**src/rtl/lpif_tx_stage_fifo.sv**
```systemverilog
// First-word-fall-through staging FIFO between the link layer and the LPIF PHY transmit inputs.
// Dropping linkUp flushes every buffered beat. A flush of a non-empty FIFO raises a one-cycle flush_pulse.
module lpif_tx_stage_fifo #(
    parameter int DATA_W = 512,
    parameter int BYTES  = 64,
    parameter int DEPTH  = 4,
    parameter int ADDR_W = 2
) (
    input  logic                CLK,
    input  logic                lpreset,
    input  logic                linkUp,
    input  logic                ll_irdy,
    output logic                ll_trdy,
    input  logic [DATA_W-1:0]   ll_data,
    input  logic [BYTES-1:0]    ll_valid,
    input  logic [BYTES-1:0]    ll_dlpstart,
    input  logic [BYTES-1:0]    ll_dlpend,
    input  logic [BYTES-1:0]    ll_tlpstart,
    input  logic [BYTES-1:0]    ll_tlpend,
    output logic                lp_irdy,
    input  logic                pl_trdy,
    output logic [DATA_W-1:0]   lp_data,
    output logic [BYTES-1:0]    lp_valid,
    output logic [BYTES-1:0]    lp_dlpstart,
    output logic [BYTES-1:0]    lp_dlpend,
    output logic [BYTES-1:0]    lp_tlpstart,
    output logic [BYTES-1:0]    lp_tlpend,
    output logic [ADDR_W:0]     fifo_count,
    output logic                flush_pulse
);

    localparam int              ENTRY_W    = DATA_W + 5 * BYTES;
    localparam logic [ADDR_W:0] FULL_COUNT = (ADDR_W + 1)'(DEPTH);

    logic [ENTRY_W-1:0] mem_q [DEPTH];
    logic [ADDR_W-1:0]  wr_ptr_q, wr_ptr_d;
    logic [ADDR_W-1:0]  rd_ptr_q, rd_ptr_d;
    logic [ADDR_W:0]    count_q, count_d;
    logic               flush_pulse_q, flush_pulse_d;
    logic               wr_en, rd_en;
    logic [ENTRY_W-1:0] head;

    // The handshakes depend only on registered state, so a full FIFO never passes a beat through.
    assign ll_trdy = ~lpreset & linkUp & (count_q != FULL_COUNT);
    assign lp_irdy = ~lpreset & linkUp & (count_q != '0);
    assign wr_en   = ll_irdy & ll_trdy;
    assign rd_en   = lp_irdy & pl_trdy;

    always_comb begin
        // NOTE: every target gets a default before any branch, so no latch is inferred.
        wr_ptr_d      = wr_ptr_q;
        rd_ptr_d      = rd_ptr_q;
        count_d       = count_q;
        flush_pulse_d = 1'b0;
        if (!linkUp) begin
            wr_ptr_d      = '0;
            rd_ptr_d      = '0;
            count_d       = '0;
            flush_pulse_d = (count_q != '0);
        end else begin
            if (wr_en) wr_ptr_d = wr_ptr_q + ADDR_W'(1);
            if (rd_en) rd_ptr_d = rd_ptr_q + ADDR_W'(1);
            case ({wr_en, rd_en})
                2'b10:   count_d = count_q + (ADDR_W + 1)'(1);
                2'b01:   count_d = count_q - (ADDR_W + 1)'(1);
                default: count_d = count_q;
            endcase
        end
    end

    always_ff @(posedge CLK or posedge lpreset) begin
        if (lpreset) begin
            wr_ptr_q      <= '0;
            rd_ptr_q      <= '0;
            count_q       <= '0;
            flush_pulse_q <= 1'b0;
        end else begin
            wr_ptr_q      <= wr_ptr_d;
            rd_ptr_q      <= rd_ptr_d;
            count_q       <= count_d;
            flush_pulse_q <= flush_pulse_d;
        end
    end

    // NOTE: the storage array has no reset. An entry is only visible after it has been written.
    always_ff @(posedge CLK) begin
        if (wr_en) begin
            mem_q[wr_ptr_q] <= {ll_data, ll_valid, ll_dlpstart, ll_dlpend, ll_tlpstart, ll_tlpend};
        end
    end

    assign head = lp_irdy ? mem_q[rd_ptr_q] : '0;
    assign {lp_data, lp_valid, lp_dlpstart, lp_dlpend, lp_tlpstart, lp_tlpend} = head;
    assign fifo_count  = count_q;
    assign flush_pulse = flush_pulse_q;

endmodule
```
**config.mk**
```make
export PLATFORM = sky130hd
export DESIGN_NAME = lpif_tx_stage_fifo
export DESIGN_NICKNAME = d
export VERILOG_FILES = /design/src/rtl/lpif_tx_stage_fifo.sv
export SDC_FILE = /design/constraint.sdc
export NUM_CORES = 2
export LEC_CHECK = 0
export ABC_CLOCK_PERIOD_IN_PS = 26000
export CAP_MARGIN = 20
export CORE_AREA = 5 5 658 660
export CTS_BUF_LIST = sky130_fd_sc_hd__clkbuf_8
export CTS_CLUSTER_SIZE = 10
export DETAILED_ROUTE_END_ITERATION = 6
export DIE_AREA = 0 0 663 665
export PLACE_DENSITY = 0.55
export SYNTH_ARGS = -nofsm -noshare
export SYNTH_HDL_FRONTEND = slang
export SYNTH_SLANG_ARGS = --single-unit
```
**constraint.sdc**
```tcl
create_clock -name CLK -period 26 [get_ports CLK]
set_input_delay 3.9 -clock CLK [delete_from_list [all_inputs] [get_ports CLK]]
set_output_delay 3.9 -clock CLK [all_outputs]
set_load 0.05 [all_outputs]
```
; ---- After elaboration in Yosys (flattened, before gate mapping)
; Memories as Yosys holds them, arrays and structs flattened.
; Cells that the tools add are included.
[classes]
addsub = 4
eq_ne = 6
mux = 10
bitwise = 6
reduce_logical = 1
[op_table]
columns = operator, count
row1 = $mux W832, 1
row2 = $mux W2, 4
row3 = $pmux W3 S2, 1
row4 = $and A1 B1 Y1, 5
row5 = $add A2 B1 Y2 const B, 2
row6 = $ne A2 B1 Y1 const B, 2
row7 = $add A3 B1 Y3 const B, 1
row8 = $mux W1, 3
row9 = $mux W3, 1
row10 = $ne A3 B1 Y1 const B, 1
row11 = $ne A3 B3 Y1 const B, 1
row12 = $reduce_bool A3 Y1, 1
row13 = $sub A3 B1 Y3 const B, 1
row14 = $eq A2 B1 Y1 const B, 1
row15 = $eq A2 B2 Y1 const B, 1
row16 = $not A1 Y1, 1
[totals]
register_bits = 8
ram_bits = 3328
inputBits = 837
wordCells = 32
n_memories = 1
[memory_table]
columns = memory, words, word_bits, rd, rd_clocked_by_memory_dff, write_ports, line
row1 = mem_q, 4, 832, 1, 0, 1, 35  ; logic [ENTRY_W-1:0] mem_q [DEPTH];

; ---- Logic depth before layout (Yosys ltp)
[depth]
ltp_word = 7
depth_mapped = 8

; ---- Worst setup path after synthesis
; Ideal clock, no wire load.
[synth_timing]
kind = input to register
from = input lpreset
to = memory mem_q[2][0] (netlist name), enable pin
setup_ns = 1.311
arrival_time_ns = 23.108
t_required_ns = 24.689
slack_ns = 1.581
path_stages = 3
n_path_buf = 0
cell_sequence = nand3b_1 > a21oi_2 > and2_1
[synth_between]
elab_chain_len = 6
[synth_lines]
columns = element, line
row1 = from (decl), 10  ; input logic lpreset,
row2 = $not A1 Y1, 44  ; assign ll_trdy = ~lpreset & linkUp & (count_q != FULL_COUNT);
row3 = $and A1 B1 Y1 (2 in series), 44
row4 = $and A1 B1 Y1, 46  ; assign wr_en = ll_irdy & ll_trdy;
row5 = $mux W1, 87  ; if (wr_en) begin
row6 = $mux W1 (not written as such), 88  ; mem_q[wr_ptr_q] <= {ll_data, ll_valid, ll_dlpstart, ll_dlpend, ll_tlpstart, ll_tlpend};
row7 = to (decl), 35
; No other way between the ends.

; ---- Worst setup path in the final report
[layout_timing]
from = input linkUp
to = output lp_data[140]
[layout_between]
elab_chain_len = 3
[layout_lines]
columns = element, line
row1 = from (decl), 11  ; input logic linkUp,
row2 = $and A1 B1 Y1 (2 in series), 45  ; assign lp_irdy = ~lpreset & linkUp & (count_q != '0);
row3 = $mux W832, 92  ; assign head = lp_irdy ? mem_q[rd_ptr_q] : '0;
row4 = to (decl), 22  ; output logic [DATA_W-1:0] lp_data,
; No other way between the ends.

==> impl_results.html <==
<table>
<tr><th>Metric</th><th>Value</th></tr>
<tr><th colspan="2">Setup path</th></tr>
<tr><td>Crit start category</td><td>input port</td></tr>
<tr><td>Required time of the worst setup path</td><td>22.10 ns</td></tr>
<tr><td>Number of buffers and inverters on the critical path</td><td>6</td></tr>
<tr><td>Critical path type</td><td>in -&gt; out</td></tr>
<tr><td>Crit-path cells</td><td>clkdlybuf4s50_1 -&gt; nor2b_4 -&gt; buf_12 -&gt; buf_4 -&gt; buf_4 -&gt; buf_4 -&gt; and3_1 -&gt; clkdlybuf4s50_1</td></tr>
<tr><td>Category of the worst setup path capture point</td><td>output port</td></tr>
<tr><td>Most repeated library cell on the critical path</td><td>buf_4</td></tr>
<tr><td>Biggest fanout along the worst timing path</td><td>165</td></tr>
<tr><td>Slowest cell on the critical path</td><td>buf_4</td></tr>
<tr><td>Family with the most delay on the worst path</td><td>buffers and inverters</td></tr>
<tr><td>Data arrival time at the worst-slack endpoint</td><td>8.91 ns</td></tr>
<tr><td>Delay of the slowest cell on the worst path</td><td>0.86 ns</td></tr>
<tr><th colspan="2">Placement</th></tr>
<tr><td>Worst slack, placed</td><td>13.25 ns</td></tr>
<tr><td>Cell count after placement</td><td>12500</td></tr>
<tr><td>Routability cong.</td><td>0.814</td></tr>
<tr><td>I/O Buffers</td><td>1674</td></tr>
<tr><td>HPWL reported at the end of detailed placement</td><td>265000 um</td></tr>
<tr><th colspan="2">Synthesis</th></tr>
<tr><td>Yosys warning total</td><td>0</td></tr>
<tr><td>Cell with the most instances after synthesis</td><td>edfxtp_1</td></tr>
<tr><td>Commonest cells post-synth</td><td>edfxtp_1, and3_1, mux4_2</td></tr>
<tr><td>Post-synthesis net count</td><td>6265</td></tr>
<tr><td>Count of distinct cell types in the synthesized netlist</td><td>30</td></tr>
<tr><td>Fraction of the mapped netlist area in compound gates</td><td>0.0436%</td></tr>
<tr><td>Most common flop cell mapped by yosys</td><td>edfxtp_1</td></tr>
<tr><td>Fraction of registers with async set/reset</td><td>0.240%</td></tr>
<tr><td>Yosys top cell area share</td><td>79.2%</td></tr>
<tr><td>Post-Synth XOR/XNOR Area</td><td>0.0278%</td></tr>
<tr><td>Post-synth EDFFs</td><td>3328</td></tr>
<tr><td>Cells after Synth</td><td>5423</td></tr>
<tr><td>Area fraction in and, or, nand and nor cells after synthesis</td><td>4.24%</td></tr>
<tr><td>Arithmetic-cell share of the synthesized area counting full adders, half adders and majority gates</td><td>0.0555%</td></tr>
<tr><td>Share of synthesized area occupied by flip-flops and latches</td><td>79.3%</td></tr>
<tr><td>Cells taking the most area after synthesis</td><td>edfxtp_1, mux4_2, and3_1</td></tr>
<tr><td>Synth Register Bits</td><td>3336</td></tr>
<tr><td>Mux contribution to synthesized area</td><td>14.9%</td></tr>
<tr><td>Leading area contributor after synthesis</td><td>edfxtp_1</td></tr>
<tr><td>Combinational family with the most area after synthesis</td><td>multiplexers</td></tr>
<tr><td>Syn_area_per_cell</td><td>23.3 um2</td></tr>
<tr><td>Area of the mapped netlist</td><td>126000 um2</td></tr>
<tr><th colspan="2">STA</th></tr>
<tr><td>Setup clock skew after layout</td><td>0.110 ns</td></tr>
<tr><td>Setup slack of the critical path after layout</td><td>13.19 ns</td></tr>
<tr><td>Sum Neg Setup Slack</td><td>0 ns</td></tr>
<tr><td>Relative slew slack</td><td>17.9%</td></tr>
<tr><td>Period minus WS final</td><td>12.81 ns</td></tr>
<tr><td>Share of the cycle needed by the critical path after routing</td><td>49.3%</td></tr>
<tr><td>Slew Viols, Final</td><td>0</td></tr>
<tr><td>Total of endpoints with negative setup slack in the final report</td><td>0</td></tr>
<tr><td>Number of hold violations in the final report</td><td>0</td></tr>
<tr><td>Max frequency</td><td>0.0781 GHz</td></tr>
<tr><td>Setup repair after global routing missed its margin</td><td>no</td></tr>
<tr><td>Tightest Pin Transition</td><td>1.23 ns</td></tr>
<tr><th colspan="2">Global route</th></tr>
<tr><td>Met2 capacity usage during global routing</td><td>29.0%</td></tr>
<tr><td>GRT Total Usage</td><td>17.0%</td></tr>
<tr><td>Global-route wire length before repair</td><td>538000 um</td></tr>
<tr><td>Pin count of the biggest net entering global routing</td><td>165</td></tr>
<tr><td>GRT overflow</td><td>0</td></tr>
<tr><td>Met1 track demand over resource</td><td>20.5%</td></tr>
<tr><td>Number of global-route vias before repair</td><td>68100</td></tr>
<tr><td>Met3 routing resource usage after global routing</td><td>5.38%</td></tr>
<tr><td>Initial antenna violation count</td><td>217</td></tr>
<tr><td>Most used routing layer</td><td>met2</td></tr>
<tr><th colspan="2">Clock network</th></tr>
<tr><td>Number of hold buffers added after CTS</td><td>0</td></tr>
<tr><td>Total clock sinks</td><td>3336</td></tr>
<tr><td>H-tree levels</td><td>6</td></tr>
<tr><td>TritonCTS clock tree</td><td>done</td></tr>
<tr><td>CTS Buffer Depth</td><td>4</td></tr>
<tr><td>Number of buffers inserted by post-CTS setup repair</td><td>0</td></tr>
<tr><td>Number of clock buffers inserted by TritonCTS</td><td>570</td></tr>
<tr><td>Insertion delay of the later-clocked pin in the worst-skew pair</td><td>1.16 ns</td></tr>
<tr><td>Clock root buffer</td><td>clkbuf_8</td></tr>
<tr><td>Clock transition at the register clock pins on the worst setup and hold paths after CTS</td><td>0.06 ns</td></tr>
<tr><td>Count of instances resized after the clock tree is built</td><td>0</td></tr>
<tr><th colspan="2">Die</th></tr>
<tr><td>Core Area</td><td>426000 um2</td></tr>
<tr><td>Die boundary height</td><td>665 um</td></tr>
<tr><td>Site row count</td><td>240</td></tr>
<tr><td>I/O pin total</td><td>1675</td></tr>
<tr><td>DIE AREA</td><td>441000 um2</td></tr>
<tr><td>Effective utilization at floorplan</td><td>29.6%</td></tr>
<tr><td>Die W</td><td>663 um</td></tr>
<tr><th colspan="2">Route</th></tr>
<tr><td>Post-Route WL</td><td>391000 um</td></tr>
<tr><td>Number of vias in the routed layout</td><td>64800</td></tr>
<tr><td>Via density per instance</td><td>4.77</td></tr>
<tr><td>Antenna-violating nets left</td><td>0</td></tr>
<tr><td>First-pass iteration count of the detailed router</td><td>5</td></tr>
<tr><td>Number of design-rule violations left by the first detailed-router iteration</td><td>5675</td></tr>
<tr><td>DRC violation count after routing</td><td>0</td></tr>
<tr><td>WL per Instance</td><td>28.8 um</td></tr>
<tr><th colspan="2">Worst hold path</th></tr>
<tr><td>Path class of the lowest-slack min-delay path</td><td>reg -&gt; reg</td></tr>
<tr><th colspan="2">Power</th></tr>
<tr><td>Peak supply drop</td><td>0.0456 mV</td></tr>
<tr><td>Power density over the cells</td><td>72.1 nW/um2</td></tr>
<tr><td>Leakage power</td><td>52.0 nW</td></tr>
<tr><th colspan="2">Status</th></tr>
<tr><td>Result of the run</td><td>finished, final reports clean</td></tr>
<tr><th colspan="2">Finish</th></tr>
<tr><td>Share of post-route cells with drive strength above 1</td><td>20.7%</td></tr>
<tr><td>Share of the core filled with cells in the final layout</td><td>37.5%</td></tr>
<tr><td>Final #Nets</td><td>8239</td></tr>
<tr><td>Number of non-filler instances in the completed layout</td><td>13600</td></tr>
<tr><td>Area Overhead vs Synth</td><td>26.6%</td></tr>
<tr><th colspan="2">Run</th></tr>
<tr><td>Max-cap violations</td><td>0</td></tr>
</table>
==> power by group <==
part	total (mW)	internal, mW	switching [mW]
sequential	6.01	5.99	0.0170
clock	4.30	2.15	2.15
combinational	1.21	0.437	0.771
==> worst reg2reg max path, cell delays in order (launching register included) <==
cell,delay [ns]
dfrtp_1,0.50
nor2_1,0.16
a21oi_2,0.42
and2_4,0.58
buf_4,0.70
buf_12,0.64
buf_4,1.06
buf_4,0.69
buf_4,0.76
buf_4,0.92
==> layout by cell type, fill, tap and decap left out, drive strengths merged, types with 3 or more instances in the layout <==
cell type,n
bufinv,7
buf,103
and3,832
clkbuf,571
inv,224
nand2,3
and2,7
nor2b,3
ha,4
clkinvlp,15
diode,65
mux2i,3
dfrtp,8
edfxtp,3328
nor2,4
mux4,832
clkdlybuf4s50,1673
clkinv,184
a21oi,3
==> layout make-up <==
cell class,instances,area (um2)
Fill cell,38700,266000
Timing Repair Buffer,1776,17800
Inverter,4,15.0
Tap cell,5687,7120
Multi-Input combinational cell,1709,24300
Clock buffer,571,7860
Sequential cell,3336,100000
Antenna cell,65,163
Clock inverter,426,2380
==> registers in the layout, indices dropped and copies added, names as in the netlist <==
signal / cells
fifo_count: 3
flush_pulse: 1
mem_q: 3328
rd_ptr_q: 2
wr_ptr_q: 2
==> stage by stage <==
| stage | total power [mW] | cell area, um2 | hold slack (ns) |
|---|---|---|---|
| final | 11.5 | 160000 | 0.615 |
| after global routing | 12.0 | 160000 | 0.678 |
| after CTS | 11.7 | 160000 | 0.618 |
| after detailed placement | 7.33 | 149000 | 0.605 |
| after global placement | 7.31 | 149000 | 0.597 |
| after floorplan | 6.86 | 126000 | 0.561 |
==> layer usage <==
metal,wire (um),part of all wire [%],vias up
li1,-,-,27200
met1,150000,38,34200
met2,197000,51,2516
met3,30500,7.8,788
met4,12000,3.1,126
met5,808,0.21,-
==> cell families (layout without fill, tap and decap cells) <==
group           count (synthesis)  in the layout
compound gates                  8              8
xor+xnor                        4              4
fa+ha+maj                       5              5
buf+inv                       378           2777
flops                        3336           3336
mux                           835            835
other cells                     0             65
simple gates                  857            857
==> path summary, 6_finish.rpt <==
kind,depth (start not counted),slack [ns],end,from
worst max-delay path,8,13.19,lp_data[140],linkUp
worst min-delay path,2,0.62,wr_ptr_q[1],wr_ptr_q[1]
worst max register to register,9,19.10,mem_q[3][264],fifo_count[0]
worst min register to register,2,0.62,wr_ptr_q[1],wr_ptr_q[1]
max in group asynchronous,2,22.56,rd_ptr_q[0],lpreset
min in group asynchronous,2,3.14,fifo_count[2],lpreset
No activity file was read; power rests on OpenSTA's default activity.
==> variant, RTL diff (config.mk and constraints unchanged) <==
Put one more register stage on the output `fifo_count`, cleared by the reset. The value now appears one clock later. The other outputs are not delayed to match.
--- a/src/rtl/lpif_tx_stage_fifo.sv
+++ b/src/rtl/lpif_tx_stage_fifo.sv
@@ -91,7 +91,13 @@
 
     assign head = lp_irdy ? mem_q[rd_ptr_q] : '0;
     assign {lp_data, lp_valid, lp_dlpstart, lp_dlpend, lp_tlpstart, lp_tlpend} = head;
-    assign fifo_count  = count_q;
+    always_ff @(posedge CLK or posedge lpreset) begin
+        if (lpreset) begin
+            fifo_count <= '0;
+        end else begin
+            fifo_count <= count_q;
+        end
+    end
     assign flush_pulse = flush_pulse_q;
 
 endmodule
Function: not settled (the Yosys comparison gave no result); the edit may change what the design does.
==> variant against the original RTL <==
Global-route usage grew 0.46 points; power shrank 2.0%; area after synthesis shrank 0.20%; core utilization is essentially flat; die area is the same; routed wire length grew 1.9%; sequential cell count grew 3; hold slack lost 83 ps; setup slack lost 610 ps; cell count shrank 0.24%; final area is essentially flat; synthesized cell count shrank 1.7%; critical endpoint is now lp_data[95]; largest power group unchanged.
==> variant: results (changes against the original RTL) <==
Status -> complete, no violations (unchanged)
Sequential share of the synthesized area -> 79.6% (was 79.3%)
Reg2Reg Depth -> 8 (was 9)
Vias in the first global route -> 66,600 (was 68,100)
Clock group share of total power -> 38.6% (was 37.3%)
Static Leak -> 49.6 nW (was 52.0 nW)
Worst hold path endpoint -> fifo_count[1]$_DFF_PP0_ (was wr_ptr_q[1]$_DFFE_PP0P_)
Filler cell count in the final layout -> 38,900 (was 38,700)
Syn Inst Count -> 5,331 (was 5,423)
Critical R2R Launch -> count_q[0]$_DFFE_PP0P_ (was fifo_count[0]$_DFFE_PP0P_)
Max Fclk -> 74.6 MHz (was 78.1 MHz)
WP data arrival -> 9510 ps (was 8910 ps)
GP Congestion -> 0.842 (was 0.814)
Hpwl dp -> 276,000 um (was 265,000 um)
DP Cell Count -> 12,500 (about the same)
Largest cells by area after synthesis -> edfxtp_1 79%, mux4_2 15%, and2_1 4.2% (was edfxtp_1 79%, mux4_2 15%, and3_1 4.1%)
Post-synth top cells -> 3,328 x edfxtp_1, 839 x and2_1, 832 x mux4_2, 132 x buf_2, 87 x clkbuf_1 (was 3,328 x edfxtp_1, 832 x and3_1, 832 x mux4_2, 202 x clkbuf_1, 117 x buf_2)
Gr usage total -> 17.5% (was 17.0%)
Worst VDD drop -> 58.9 uV (was 45.6 uV)
Slew @ Worst Pin -> 1170 ps (was 1230 ps)
Mapped Nets -> 6,173 (was 6,265)
WHS Path Cells -> 0 (was 2)
Clock skew -> 106 ps (was 110 ps)
Initial antenna violation count -> 232 (was 217)
Routed via count -> 62,700 (was 64,800)
Max FO, Critical Path -> 149 (was 165)
R2R setup slack -> 19,160 ps (was 19,100 ps)
Layout cells sized above 1 -> 20.8% (was 20.7%)
Fin nets -> 8,233 (was 8,239)
Fin cells -> 13,500 (was 13,600)
Largest net degree at the start of global routing -> 174 (was 165)
Global-route wire length before repair -> 542,000 um (was 538,000 um)
variant: layout make-up:
type                    instances  share of cell area, %
flip-flops and latches       3339                   62.7
diodes                         63                 0.0987
repair buffers               1763                   11.0
clock inverters               394                   1.44
clock buffers                 584                   5.03
well taps                    5687                   4.45
multi-input cells            1707                   15.2
inverters                       5                 0.0117
variant: through the flow:
step / setup WS [ps] / hold WS, ps / utilization [%] / area [um^2]
after CTS: 12550 / 538 / 37.4 / 160000
after floorplan: 1380 / 349 / - / 126000
after global placement: 12890 / 536 / 35.0 / 149000
after detailed placement: 12530 / 528 / 35.0 / 149000
final: 12590 / 532 / 37.5 / 160000
after global routing: 12210 / 563 / 37.5 / 160000
variant: worst max path at each step:
| stage | to | startpoint | slack (ps) | cells after the start |
|---|---|---|---|---|
| floorplan | mem_q[2][0]$_DFFE_PP_ | linkUp | 1380 | 4 |
| global placement | lp_valid[53] | linkUp | 12890 | 9 |
| CTS | lp_data[95] | linkUp | 12550 | 9 |
| global route | lp_data[95] | linkUp | 12210 | 9 |
| finish | lp_data[95] | linkUp | 12590 | 9 |
| detailed placement | lp_data[95] | linkUp | 12530 | 9 |
variant: routing by layer:
layer | global-route usage, % | vias up | share of wire (%)
met5 | 0 | - | 0.22
met2 | 31.5 | 2242 | 53
met3 | 6.92 | 866 | 8.9
li1 | - | 26300 | -
met4 | 5.88 | 130 | 3.6
met1 | 18.5 | 33200 | 35
variant: critical path, stage by stage:
cell             delay (ps)
clkdlybuf4s50_1         670
nand2b_2                190
nor2_4                  600
buf_4                   690
buf_4                   690
buf_4                   510
buf_4                   770
and2_1                  250
clkdlybuf4s50_1         810
variant: power by group through the flow:
stage               registers, mW  logic, mW  clock network (mW)
floorplan                    6.18      0.487                   0
global placement             6.11      0.936                   0
detailed placement           6.12      0.947                   0
CTS                          6.01      0.951                4.51
global route                 6.01      0.975                4.76
finish                       6.01      0.931                4.35
variant: kinds of logic (layout without fill, tap and decap cells):
logic type	count (synthesis)	after routing	share of synthesized area, %
compound gates	7	7	0.0467
xor+xnor	4	4	0.0278
fa+ha+maj	5	5	0.0556
buf+inv	285	2746	1.16
flops	3339	3339	79.6
mux	835	835	14.9
other cells	0	63	0
simple gates	856	856	4.25
